[config.mk]
export PLATFORM = sky130hd
export DESIGN_NAME = zmouse_ps2_pkt
export DESIGN_NICKNAME = d
export VERILOG_FILES = /design/src/rtl/zmouse_pkg.sv /design/src/rtl/zmouse_emit.sv /design/src/rtl/zmouse_ps2_pkt.sv
export SDC_FILE = /design/constraint.sdc
export NUM_CORES = 1
export LEC_CHECK = 0
export ABC_CLOCK_PERIOD_IN_PS = 5200
export BUFFER_PORTS_ARGS = -buffer_cell sky130_fd_sc_hd__clkbuf_2
export CAP_MARGIN = 5
export CORE_ASPECT_RATIO = 0.7
export CORE_MARGIN = 2
export CORE_UTILIZATION = 45
export CTS_CLUSTER_SIZE = 28
export DETAILED_ROUTE_END_ITERATION = 16
export PLACE_DENSITY = 0.62
export SLEW_MARGIN = 20
export SYNTH_ARGS = -nofsm -noshare
export SYNTH_HDL_FRONTEND = slang
export SYNTH_HIERARCHICAL = 1
export SYNTH_SLANG_ARGS = --single-unit
[constraint.sdc]
create_clock -name fclk -period 5.2 [get_ports fclk]
set_input_delay 1.04 -clock fclk [delete_from_list [all_inputs] [get_ports fclk]]
set_output_delay 1.04 -clock fclk [all_outputs]
set_load 0.02 [all_outputs]
[src/rtl/zmouse_pkg.sv]
// Shared definitions for the PS/2 mouse packet assembler and its
// three-strobe emitter: state encodings, header bit positions and the
// Kempston button byte layout.
package zmouse_pkg;

   // Packet assembly state: header, X delta, Y delta, optional wheel byte
   typedef enum logic [1:0] {P_HDR, P_DX, P_DY, P_DZ} pkt_st_t;

   // Emit sequencer state: one state per strobe
   typedef enum logic [1:0] {E_IDLE, E_X, E_Y, E_B} emit_st_t;

   // PS/2 header byte bit positions
   localparam int H_LBTN = 0;
   localparam int H_RBTN = 1;
   localparam int H_MBTN = 2;
   localparam int H_SYNC = 3;
   localparam int H_XS   = 4;
   localparam int H_YS   = 5;
   localparam int H_XO   = 6;
   localparam int H_YO   = 7;

   // Kempston active-low button positions on the bus byte
   localparam int KB_RBTN = 0;
   localparam int KB_LBTN = 1;
   localparam int KB_MBTN = 2;

   // Bit 3 of the button byte always reads as 1
   localparam logic BUS_BIT3 = 1'b1;

   // Assemble the button strobe byte {wheel, 1, btn}
   function automatic logic [7:0] btn_byte(input logic [3:0] wheel, input logic [2:0] btn);
      return {wheel, BUS_BIT3, btn};
   endfunction

endpackage

[src/rtl/zmouse_emit.sv]
// Three-strobe publisher: X, then Y, then buttons, each for one cycle with
// the matching value on mus_in. A completion arriving mid-sequence is held
// in a single pending flag and replayed after the button strobe.
module zmouse_emit
   import zmouse_pkg::*;
(
   input  logic       fclk,
   input  logic       rst_n,
   input  logic       start,
   input  logic [7:0] x_nxt,
   input  logic [7:0] y_nxt,
   input  logic [7:0] b_nxt,
   output logic [7:0] mus_in,
   output logic       mus_xstb,
   output logic       mus_ystb,
   output logic       mus_btnstb
);

   emit_st_t st;
   logic     pending;

   // Sequencer with registered strobes; the *_nxt inputs are the counter
   // values that become current on this same edge, so mus_in matches the
   // counters during the strobe cycle.
   // NOTE: state is assigned with <= so every register samples pre-edge
   // values; blocking = here would create order-dependent simulation.
   always_ff @(posedge fclk or negedge rst_n) begin
      if (!rst_n) begin
         st         <= E_IDLE;
         pending    <= 1'b0;
         mus_in     <= 8'h00;
         mus_xstb   <= 1'b0;
         mus_ystb   <= 1'b0;
         mus_btnstb <= 1'b0;
      end else begin
         mus_xstb   <= 1'b0;
         mus_ystb   <= 1'b0;
         mus_btnstb <= 1'b0;
         case (st)
            E_IDLE: begin
               if (start) begin
                  st       <= E_X;
                  mus_xstb <= 1'b1;
                  mus_in   <= x_nxt;
               end
            end
            E_X: begin
               st       <= E_Y;
               mus_ystb <= 1'b1;
               mus_in   <= y_nxt;
               if (start) pending <= 1'b1;
            end
            E_Y: begin
               st         <= E_B;
               mus_btnstb <= 1'b1;
               mus_in     <= b_nxt;
               if (start) pending <= 1'b1;
            end
            E_B: begin
               if (start || pending) begin
                  st       <= E_X;
                  mus_xstb <= 1'b1;
                  mus_in   <= x_nxt;
                  pending  <= 1'b0;
               end else begin
                  st <= E_IDLE;
               end
            end
            default: st <= E_IDLE;
         endcase
      end
   end

endmodule

[src/rtl/zmouse_ps2_pkt.sv]
// PS/2 mouse packet assembler feeding the Kempston mouse strobes.
// Collects header/dX/dY bytes, resynchronises on bad headers, receiver
// errors or inter-byte stalls, and keeps absolute X/Y, buttons and wheel.
// Define ZMOUSE_WHEEL_EN for 4-byte IntelliMouse packets with a wheel
// counter; otherwise packets are 3 bytes and the wheel reads 0.
module zmouse_ps2_pkt
   import zmouse_pkg::*;
#(
   parameter int TIMEOUT  = 56000,
   parameter int TMO_W    = 17,
   parameter bit INVERT_Y = 1'b0
) (
   input  logic       fclk,
   input  logic       rst_n,
   input  logic [7:0] ps2_dat,
   input  logic       ps2_stb,
   input  logic       ps2_err,
   output logic [7:0] mus_in,
   output logic       mus_xstb,
   output logic       mus_ystb,
   output logic       mus_btnstb,
   output logic       sync_err
);

   localparam logic [TMO_W-1:0] TMO_LIMIT = TMO_W'(TIMEOUT);

   pkt_st_t          st;
   logic [TMO_W-1:0] tmo;
   logic [2:0]       hdr_btn;   // indexed by H_LBTN/H_RBTN/H_MBTN
   logic             hdr_xo;
   logic             hdr_yo;
   logic [7:0]       bx;
   logic [7:0]       by;
   logic             upd;
   logic [7:0]       musx;
   logic [7:0]       musy;
   logic [2:0]       btn;
   logic [3:0]       wheel_nxt;
   logic [7:0]       x_nxt;
   logic [7:0]       y_nxt;
   logic [2:0]       btn_nxt;
   logic [7:0]       dx;
   logic [7:0]       dy;
   logic             take;
   logic             abort;
   logic             hdr_bad;

   // A receiver error overrides a simultaneous byte strobe
   assign take    = ps2_stb && !ps2_err;
   assign abort   = (st != P_HDR) && (ps2_err || (tmo == TMO_LIMIT));
   assign hdr_bad = (st == P_HDR) && take && !ps2_dat[H_SYNC];

   // Inter-byte stall counter, idle in HDR, restarted by every byte
   always_ff @(posedge fclk or negedge rst_n) begin
      if (!rst_n)                      tmo <= '0;
      else if (st == P_HDR || ps2_stb) tmo <= '0;
      else                             tmo <= tmo + 1'b1;
   end

   // Packet assembly FSM; upd pulses the cycle after the final byte
   always_ff @(posedge fclk or negedge rst_n) begin
      if (!rst_n) begin
         st       <= P_HDR;
         hdr_btn  <= 3'b000;
         hdr_xo   <= 1'b0;
         hdr_yo   <= 1'b0;
         bx       <= 8'h00;
         by       <= 8'h00;
         upd      <= 1'b0;
         sync_err <= 1'b0;
      end else begin
         upd      <= 1'b0;
         sync_err <= abort || hdr_bad;
         if (abort) begin
            st <= P_HDR;
         end else if (take) begin
            case (st)
               P_HDR: begin
                  if (ps2_dat[H_SYNC]) begin
                     hdr_btn <= {ps2_dat[H_MBTN], ps2_dat[H_RBTN], ps2_dat[H_LBTN]};
                     hdr_xo  <= ps2_dat[H_XO];
                     hdr_yo  <= ps2_dat[H_YO];
                     st      <= P_DX;
                  end
               end
               P_DX: begin
                  bx <= ps2_dat;
                  st <= P_DY;
               end
               P_DY: begin
                  by <= ps2_dat;
`ifdef ZMOUSE_WHEEL_EN
                  st <= P_DZ;
`else
                  st  <= P_HDR;
                  upd <= 1'b1;
`endif
               end
               default: begin
                  st  <= P_HDR;
                  upd <= 1'b1;
               end
            endcase
         end
      end
   end

   // Deltas: only the low 8 bits matter for modulo-256 counters, so the
   // header sign bits need no handling; an overflowed axis contributes 0.
   // NOTE: every always_comb output gets a default first, so no path can
   // leave it unassigned and infer a latch.
   always_comb begin
      dx      = hdr_xo ? 8'h00 : bx;
      dy      = hdr_yo ? 8'h00 : by;
      x_nxt   = musx;
      y_nxt   = musy;
      btn_nxt = btn;
      if (upd) begin
         x_nxt            = musx + dx;
         y_nxt            = INVERT_Y ? (musy - dy) : (musy + dy);
         btn_nxt[KB_RBTN] = ~hdr_btn[H_RBTN];
         btn_nxt[KB_LBTN] = ~hdr_btn[H_LBTN];
         btn_nxt[KB_MBTN] = ~hdr_btn[H_MBTN];
      end
   end

   // Absolute position and button registers
   always_ff @(posedge fclk or negedge rst_n) begin
      if (!rst_n) begin
         musx <= 8'h00;
         musy <= 8'h00;
         btn  <= 3'b111;
      end else begin
         musx <= x_nxt;
         musy <= y_nxt;
         btn  <= btn_nxt;
      end
   end

`ifdef ZMOUSE_WHEEL_EN
   logic [3:0] bz;
   logic [3:0] wheel;

   // Wheel byte capture, taken only in DZ
   always_ff @(posedge fclk or negedge rst_n) begin
      if (!rst_n)                                bz <= 4'h0;
      else if (!abort && take && st == P_DZ)     bz <= ps2_dat[3:0];
   end

   assign wheel_nxt = upd ? (wheel + bz) : wheel;

   // Wheel counter, wraps modulo 16
   always_ff @(posedge fclk or negedge rst_n) begin
      if (!rst_n) wheel <= 4'h0;
      else        wheel <= wheel_nxt;
   end
`else
   assign wheel_nxt = 4'h0;
`endif

   zmouse_emit u_emit (
      .fclk       (fclk),
      .rst_n      (rst_n),
      .start      (upd),
      .x_nxt      (x_nxt),
      .y_nxt      (y_nxt),
      .b_nxt      (btn_byte(wheel_nxt, btn_nxt)),
      .mus_in     (mus_in),
      .mus_xstb   (mus_xstb),
      .mus_ystb   (mus_ystb),
      .mus_btnstb (mus_btnstb)
   );

endmodule

[Word level (Yosys, flattened, before mapping)]
Cells that the tools add are included.
Word-level totals
  bits in registers: 75
  output and inout port bits: 12
Operators by class
  add/sub/neg operators: 3
  eq/ne operators: 10
  muxes and demuxes: 27
  bitwise gates (word level): 4
  reductions and logical operators: 23
Operators by type and width (count)
  $mux W8: 6
  $pmux W8 S4: 1
  $add A17 B1 Y17 const B: 1
  $eq A17 B16 Y1 const B: 1
  $mux W17: 1
  $add A8 B8 Y8: 2
  $mux W1: 10
  $reduce_and A3 Y1: 3
  $mux W2: 4
  $pmux W2 S4: 1
  $eq A2 B2 Y1 const B: 3
  $reduce_bool A2 Y1: 3
  $eq A2 B1 Y1 const B: 2
  $logic_and A1 B1 Y1: 4
  $logic_not A2 Y1: 2
  $logic_or A1 B1 Y1: 4
  $ne A2 B1 Y1 const B: 2
  $not A1 Y1: 4
  $pmux W1 S2: 2
  $pmux W2 S2: 1
  $reduce_and A2 Y1: 2
  $reduce_and A4 Y1: 1
  $reduce_or A2 Y1: 2
  $mux W3: 1
  other kinds (3): 4

[Depth between registers and ports, before layout]
Gate-level depths: netlist of the first run.
  word-level depth: 5
  depth in mapped cells: 12
  gate-level depth less buffers: 12

[By module]
The synthesis of the first run kept the hierarchy.
Modules (own cells, without submodules)
  zmouse_ps2_pkt: times used 1, cells an instance 292, area each 3206.8 um^2, seq. area each 1530.2 um^2
  zmouse_emit: times used 1, cells an instance 72, area each 775.7 um^2, seq. area each 350.3 um^2

[Least setup slack after synthesis of the first run]
Ideal clock, no wire load.
  path type: register -> register
  start point: register hdr_yo
  end point: register u_emit.mus_in[5]
  arrival time: 2288 ps
  required time: 5075 ps
  setup slack: 2787 ps
  cell stages (with the launch flop): 12
  buffers on the path: 0
  cells stage by stage: dfrtp_1 nand2b_1 inv_1 ha_1 a211oi_1 o21bai_1 a21oi_1 xnor2_1 mux2_2 a22oi_1 a21oi_1 mux2_2
On the way
  word-level cells in the longest chain between the ends: 4
RTL lines
  start: declaration: line zmouse_ps2_pkt.sv:31  | logic hdr_yo;
  start signal: assignment: line zmouse_ps2_pkt.sv:82  | hdr_yo <= ps2_dat[H_YO];
  $mux W8: line zmouse_ps2_pkt.sv:114  | dy = hdr_yo ? 8'h00 : by;
  $add A8 B8 Y8: line zmouse_ps2_pkt.sv:120  | y_nxt = INVERT_Y ? (musy - dy) : (musy + dy);
  $mux W8: line zmouse_ps2_pkt.sv:118  | if (upd) begin
  named net y_nxt[5]: line zmouse_ps2_pkt.sv:40  | logic [7:0] y_nxt;
  $pmux W8 S4: line zmouse_emit.sv:39  | case (st)
  end signal: assignment: line zmouse_emit.sv:44  | mus_in <= x_nxt;
  end signal: assignment: line zmouse_emit.sv:50  | mus_in <= y_nxt;
  end signal: assignment: line zmouse_emit.sv:56  | mus_in <= b_nxt;
  end: declaration: line zmouse_emit.sv:13  | output logic [7:0] mus_in,
The timed path passes the listed nets, and every way through them passes these cells.
A chain may end at the register's enable or synchronous reset.

[Final worst setup path of the first run]
  start point: register upd
  end point: register u_emit.mus_in[7]
On the way
  word-level cells in the longest chain between the ends: 3
RTL lines
  start: declaration: line zmouse_ps2_pkt.sv:34  | logic upd;
  start signal: assignment: line zmouse_ps2_pkt.sv:69  | upd <= 1'b0;
  start signal: assignment: line zmouse_ps2_pkt.sv:72  | upd <= 1'b0;
  start signal: assignment: line zmouse_ps2_pkt.sv:96  | upd <= 1'b1;
  $mux W8 *: line zmouse_ps2_pkt.sv:118
  named net x_nxt[7]: line zmouse_ps2_pkt.sv:39  | logic [7:0] x_nxt;
  $mux W8, on equally long branches: line zmouse_emit.sv:60, zmouse_emit.sv:41
  $pmux W8 S4 *: line zmouse_emit.sv:39
  end signal: assignment: line zmouse_emit.sv:44
  end signal: assignment: line zmouse_emit.sv:50
  end signal: assignment: line zmouse_emit.sv:63  | mus_in <= x_nxt;
The timed path passes the listed nets; every way through them passes the cells marked *. The select of a mux whose other input is x is not followed.

==> reports/qor.yml, run 1 <==
crit_chain: "clkinv_1, or2_2, o311ai_0, xor2_1, nor2_1, a21oi_1, mux2_2"
critPathRequiredTime_ns: 5.42
syn_inst: 364
r2r_start: "upd"
clock_latency_ns: 0.34
placed_cell_area_sq_um: 4210
die_area_sq_um: 9630
reg2reg_to: "u_emit/mus_in[7]"
via_per_inst: 5.23
cp-end-kind: "flip-flop"
finalCritPeriodShare: 0.619
wl_mm: 8.10
cp_max_fo: 23
drt-initial-drc-count: 94
finalHoldViolations: 0
path_class: "flip-flop to flip-flop"
rows: 28
grt_start_max_net_pins: 76
dp_hpwl_mm: 5.83
crit_family: "flip-flops"
overflow: 0
netlist.area_leader.share: 0.452
syn_avg_cell_area_sq_um: 10.9
muxShareOfSynthArea: 0.115
dp_cells: 500
synthXorXnorAreaFrac: 0.0440
netlist_top_cells_count: "72 x dfrtp_1, 37 x mux2_2, 34 x nor2_1"
die_w_um: 116
fin_crit_ns: 3.22
ys_seq_elements: 75
cts_resized: 0
status: "complete, no violations"
core_area_sq_um: 8510
cts_hold_buf: 0
async_flop_share: 1.00
grt_first_pass_wirelength_mm: 13.6
min_from: "musx[7]"
worst_slack_ns: 1.98
drtAntennaViolNets: 0
worst_slew_pin_slew_ns: 0.951
slowest_stage: "dfrtp_1"
instances_no_fill: 516
synth_cell_types: 52
ir_worst_vdd_mv: 0.210
io_pins: 24
portBuffers: 23
power.density_nw_per_um2: 447
ys_warn_count: 6
yosysSeqAreaShare: 0.472
synth_compound_area_frac: 0.112
leakage_nw: 2.07
cp.arrival_ns: 3.44
synthAdderAreaFrac: 0.0792
rsz0062_at_grt: "no"
grt_usage: 0.190
hold_path.class: "flip-flop to flip-flop"
synth_top_area_cell: "dfrtp_1"
cts.sinks: 75
floorplan.initialDensity: 0.468
clk_pin_slew_ns: 0.06
firstDrtPassIters: 4
hold_path_end: "musx[7]"
antenna_found_initial: 0
min_path_cells: 1
crit_cells: 7
gp_congestion: 0.823
cts-root-buf: "clkbuf_16"
drv_slew: 0
total_power_mw: 2.00
postCtsSetupBuffers: 0
diodes: 0
cp_slowest_stage_delay_ns: 0.90
reg2reg_depth: 7
fin_skew_ns: 0.00459
path_buf_inv: 1
yosysMostFrequentCell: "dfrtp_1"
wl_per_cell_um: 15.7
relSlewSlack: 0.366
drive_gt1_frac: 0.217
cts_buffer_depth: 2
fmax_mhz: 311
setup_viol: 0
design_area_sq_um: 4480
syn_to_final_growth_pct: 12.6
synth_edf_count: 0
startpoint_type: "flip-flop"
synth-simple-area-share: 0.150
dp_slack_ns: 1.97
grt_pass1_vias: 2620
netlist_area_sq_um: 3980
drc: 0
synth_top_family_by_area: "simple AND/OR/NAND/NOR gates"
tns_ns: 0
fin_nets: 427
timing.reg2reg.setup_slack_ns: 1.98
h-tree-depth: 3
die_y_um: 82.7
cts_buffers: 9
ys_top_cells_by_area: "dfrtp_1 45%, mux2_2 10%, ha_1 6.9%"
vias: 2699
max-cap-violations: 0
synthFlopType: "dfrtp_1"
cts_tree: "done"
==> state kept, by name, indices dropped and copies added (netlist names), 2 cells and up <==
register	count
musy	8
bx	8
musx	8
tmo	17
st	2
u_emit/mus_in	8
btn	3
hdr_btn	3
u_emit/st	2
by	8
==> worst max path at each step <==
stage | start | end | slack (ns)
5_1_grt | upd | u_emit/mus_in[7] | 1.69
4_1_cts | upd | u_emit/mus_in[7] | 1.97
3_3_place_gp | upd | u_emit/mus_in[7] | 2.08
3_5_place_dp | upd | u_emit/mus_in[7] | 1.97
2_1_floorplan | hdr_yo | u_emit/mus_in[5] | 2.79
6_report | upd | u_emit/mus_in[7] | 1.98
==> cell type report <==
| type | count | area (sq um) |
|---|---|---|
| sequential | 75 | 1880 |
| clock buffer | 12 | 246 |
| multi-input combinational | 268 | 2010 |
| timing repair buffer | 23 | 118 |
| fill | 803 | 4030 |
| tap | 120 | 150 |
| clock inverter | 4 | 26.3 |
| inverter | 14 | 52.6 |
==> metal layers <==
layer	GRT usage	up-vias	wire length, um
met3	0.0650	6	417
met5	0	-	0
li1	-	1338	-
met4	0.0393	0	67
met1	0.284	1303	4410
met2	0.265	52	3200
==> placed cells by master (no fill, tap or decap), drive strengths merged, types with 3 or more instances in the layout <==
cell	count
clkinv	4
nand3	8
o21ai	17
clkbuf	34
dfstp	3
ha	22
a211oi	4
mux2i	4
nand2b	6
nand4b	3
conb	5
mux2	37
dfrtp	72
nor2	34
nand2	18
nor3	5
nor2b	17
or2	3
nand4	5
a21o	6
xnor2	6
a21oi	17
inv	13
a22oi	10
xor2	14
==> power breakdown <==
part	switching (mW)	leakage (nW)	total [mW]	internal, mW
clock network	0.231	0.133	0.566	0.335
logic	0.371	0.957	0.662	0.291
registers	0.0709	0.983	0.776	0.705
==> through the flow <==
stage,utilization,hold WS (ns)
after floorplan,-,0.413
after global placement,0.495,0.449
after detailed placement,0.495,0.452
after CTS,0.527,0.461
after global routing,0.527,0.478
final,0.527,0.455
==> cells by family (layout without fill, tap and decap cells) <==
logic type | count (synthesis) | count (layout)
other | 2 | 5
adder cells (fa/ha/maj) | 24 | 24
multiplexers | 41 | 41
AO/OA/AOI/OAI | 68 | 68
AND/OR/NAND/NOR | 110 | 110
buffers and inverters | 24 | 53
flip-flops | 75 | 75
XOR/XNOR | 20 | 20
No activity file was read; power rests on OpenSTA's default activity.
==> inputs of run 2 (changes only) <==
--- a/config.mk
+++ b/config.mk
@@ -5,7 +5,7 @@
 export SDC_FILE = /design/constraint.sdc
 export NUM_CORES = 1
 export LEC_CHECK = 0
-export ABC_CLOCK_PERIOD_IN_PS = 5200
+export ABC_CLOCK_PERIOD_IN_PS = 3400
 export BUFFER_PORTS_ARGS = -buffer_cell sky130_fd_sc_hd__clkbuf_2
 export CAP_MARGIN = 5
 export CORE_ASPECT_RATIO = 0.7
==> constraint.sdc (replaced) <==
create_clock -name fclk -period 3.4 [get_ports fclk]
set_input_delay 0.68 -clock fclk [delete_from_list [all_inputs] [get_ports fclk]]
set_output_delay 0.68 -clock fclk [all_outputs]
set_load 0.02 [all_outputs]
==> reports/qor.yml, run 2 (synthesized netlist as in run 1, its figures left out) <==
status: "complete, no violations"  # unchanged
ir_worst_vdd_mv: 0.325  # was 0.210 mV
fin_skew_ns: 0.00695  # was 0.00459 ns
drv_slew: 0  # unchanged
cp.arrival_ns: 3.04  # was 3.44 ns
fin_crit_ns: 2.83  # was 3.22 ns
min_path_cells: 1  # unchanged
drt-initial-drc-count: 147  # was 94
path_class: "flip-flop to flip-flop"  # unchanged
drtAntennaViolNets: 0  # unchanged
setup_viol: 0  # unchanged
n_fill_cell: 752  # was 803
power.density_nw_per_um2: 714  # was 447 nW/um^2
syn_to_final_growth_pct: 14.5  # was 12.6%
gp_congestion: 0.807  # was 0.823
drive_gt1_frac: 0.226  # was 0.217
clock_latency_ns: 0.33  # was 0.34 ns
h-tree-depth: 3  # unchanged
antenna_found_initial: 0  # unchanged
wl_per_cell_um: 15.7  # about the same
worst_slew_pin_slew_ns: 0.954  # was 0.951 ns
clk_pin_slew_ns: 0.06  # about the same
largest_register: "tmo"  # unchanged
cts_hold_buf: 0  # unchanged
cp-end-kind: "flip-flop"  # unchanged
timing.hold.ws_ns: 0.463  # was 0.455 ns
wl_mm: 8.13  # was 8.10 mm
startpoint_type: "flip-flop"  # unchanged
dp_hpwl_mm: 5.82  # was 5.83 mm
io_pins: 24  # unchanged
finalHoldViolations: 0  # unchanged
worst_slack_ns: 0.571  # was 1.98 ns
fin_nets: 429  # was 427
critPathRequiredTime_ns: 3.61  # was 5.42 ns
tns_ns: 0  # unchanged
grt_first_pass_wirelength_mm: 13.6  # about the same
grt_start_max_net_pins: 76  # unchanged
cts_buffer_depth: 2  # unchanged
max-cap-violations: 0  # unchanged
largest_reg_flops: 17  # unchanged
overflow: 0  # unchanged
grt_pass1_vias: 2667  # was 2,620
die_w_um: 116  # unchanged
firstDrtPassIters: 4  # unchanged
dp_slack_ns: 0.674  # was 1.97 ns
die_y_um: 82.7  # unchanged
cts_buffers: 9  # unchanged
drc: 0  # unchanged
core_area_sq_um: 8510  # unchanged
portBuffers: 23  # unchanged
leakage_nw: 2.12  # was 2.07 nW
cts-root-buf: "clkbuf_16"  # unchanged
dp_cells: 502  # was 500
rows: 28  # unchanged
relSlewSlack: 0.364  # was 0.366
fmax_mhz: 353  # was 311 MHz
hold_path.class: "flip-flop to flip-flop"  # unchanged
instances_no_fill: 518  # was 516
layout_commonest_cell: "dfrtp_1"  # unchanged
reg2reg_depth: 11  # was 7
cts_resized: 0  # unchanged
rsz0062_at_grt: "no"  # unchanged
floorplan.initialDensity: 0.468  # unchanged
cts_tree: "done"  # unchanged
diodes: 0  # unchanged
vias: 2720  # was 2,699
finalCritPeriodShare: 0.832  # was 0.619
grt_usage: 0.191  # was 0.190
cts.sinks: 75  # unchanged
via_per_inst: 5.25  # was 5.23
layout_common_cells: "72 x dfrtp_1, 37 x mux2_2, 34 x nor2_1"  # unchanged
die_area_sq_um: 9630  # unchanged
postCtsSetupBuffers: 0  # unchanged
cp_max_fo: 9  # was 23
[run 2: cell count changes in the layout (fill, tap and decap cells not counted)]
cell / before / now
inv_6: 0 / 2
clkinvlp_4: 1 / 0
clkinv_2: 2 / 1
clkbuf_8: 1 / 2
clkbuf_1: 2 / 0
buf_4: 1 / 3
clkinv_4: 1 / 0
bufinv_16: 0 / 2
[run 2: where the power goes]
| group | total (mW) | leakage (nW) | internal, mW | switching (mW) |
|---|---|---|---|---|
| Clock | 1.05 | 0.167 | 0.686 | 0.366 |
| Sequential | 1.19 | 0.983 | 1.08 | 0.109 |
| Combinational | 1.02 | 0.966 | 0.445 | 0.571 |
[run 2: area by class of cell]
cell class | instances | area (sq um) | area share
inverter | 14 | 52.6 | 0.0115
clock inverter | 5 | 82.6 | 0.0181
timing repair buffer | 25 | 133 | 0.0291
multi-input combinational | 268 | 2010 | 0.441
tap | 120 | 150 | 0.0329
clock buffer | 11 | 253 | 0.0554
sequential | 75 | 1880 | 0.412
[run 2: per-stage QoR]
step | utilization | power, mW | cell area, sq um
after floorplan | - | 1.94 | 3990
after global placement | 0.496 | 2.19 | 4230
after detailed placement | 0.496 | 2.22 | 4230
after CTS | 0.536 | 3.29 | 4560
after global routing | 0.536 | 3.46 | 4560
final | 0.536 | 3.26 | 4560
[run 2: worst max-delay path, cell delays in order (launching register included)]
cell and delay [ns]:
dfrtp_1 0.47, nand2b_1 0.22, inv_1 0.06, ha_1 0.28, a211oi_1 0.31, o21bai_1 0.16
a21oi_1 0.27, o211ai_1 0.18, xor2_1 0.18, a22oi_1 0.18, a21oi_1 0.10, mux2_2 0.29
[run 2: worst paths after layout]
path                       startpoint          endpoint  slack, ns
hold reg to reg               musy[7]           musy[7]       0.46
min in group asynchronous       rst_n           musx[5]       0.47
setup / recovery               hdr_yo  u_emit/mus_in[7]       0.57
setup reg to reg               hdr_yo  u_emit/mus_in[7]       0.57
max in group asynchronous       rst_n             by[4]       2.28
hold / removal                musy[7]           musy[7]       0.46
[run 2: layer usage]
| metal | track usage | share of wire | wire length [um] |
|---|---|---|---|
| met4 | 0.0643 | 0.011 | 89 |
| met1 | 0.281 | 0.53 | 4310 |
| met2 | 0.270 | 0.42 | 3410 |
| met5 | 0 | 0 | 0 |
| met3 | 0.0526 | 0.040 | 328 |
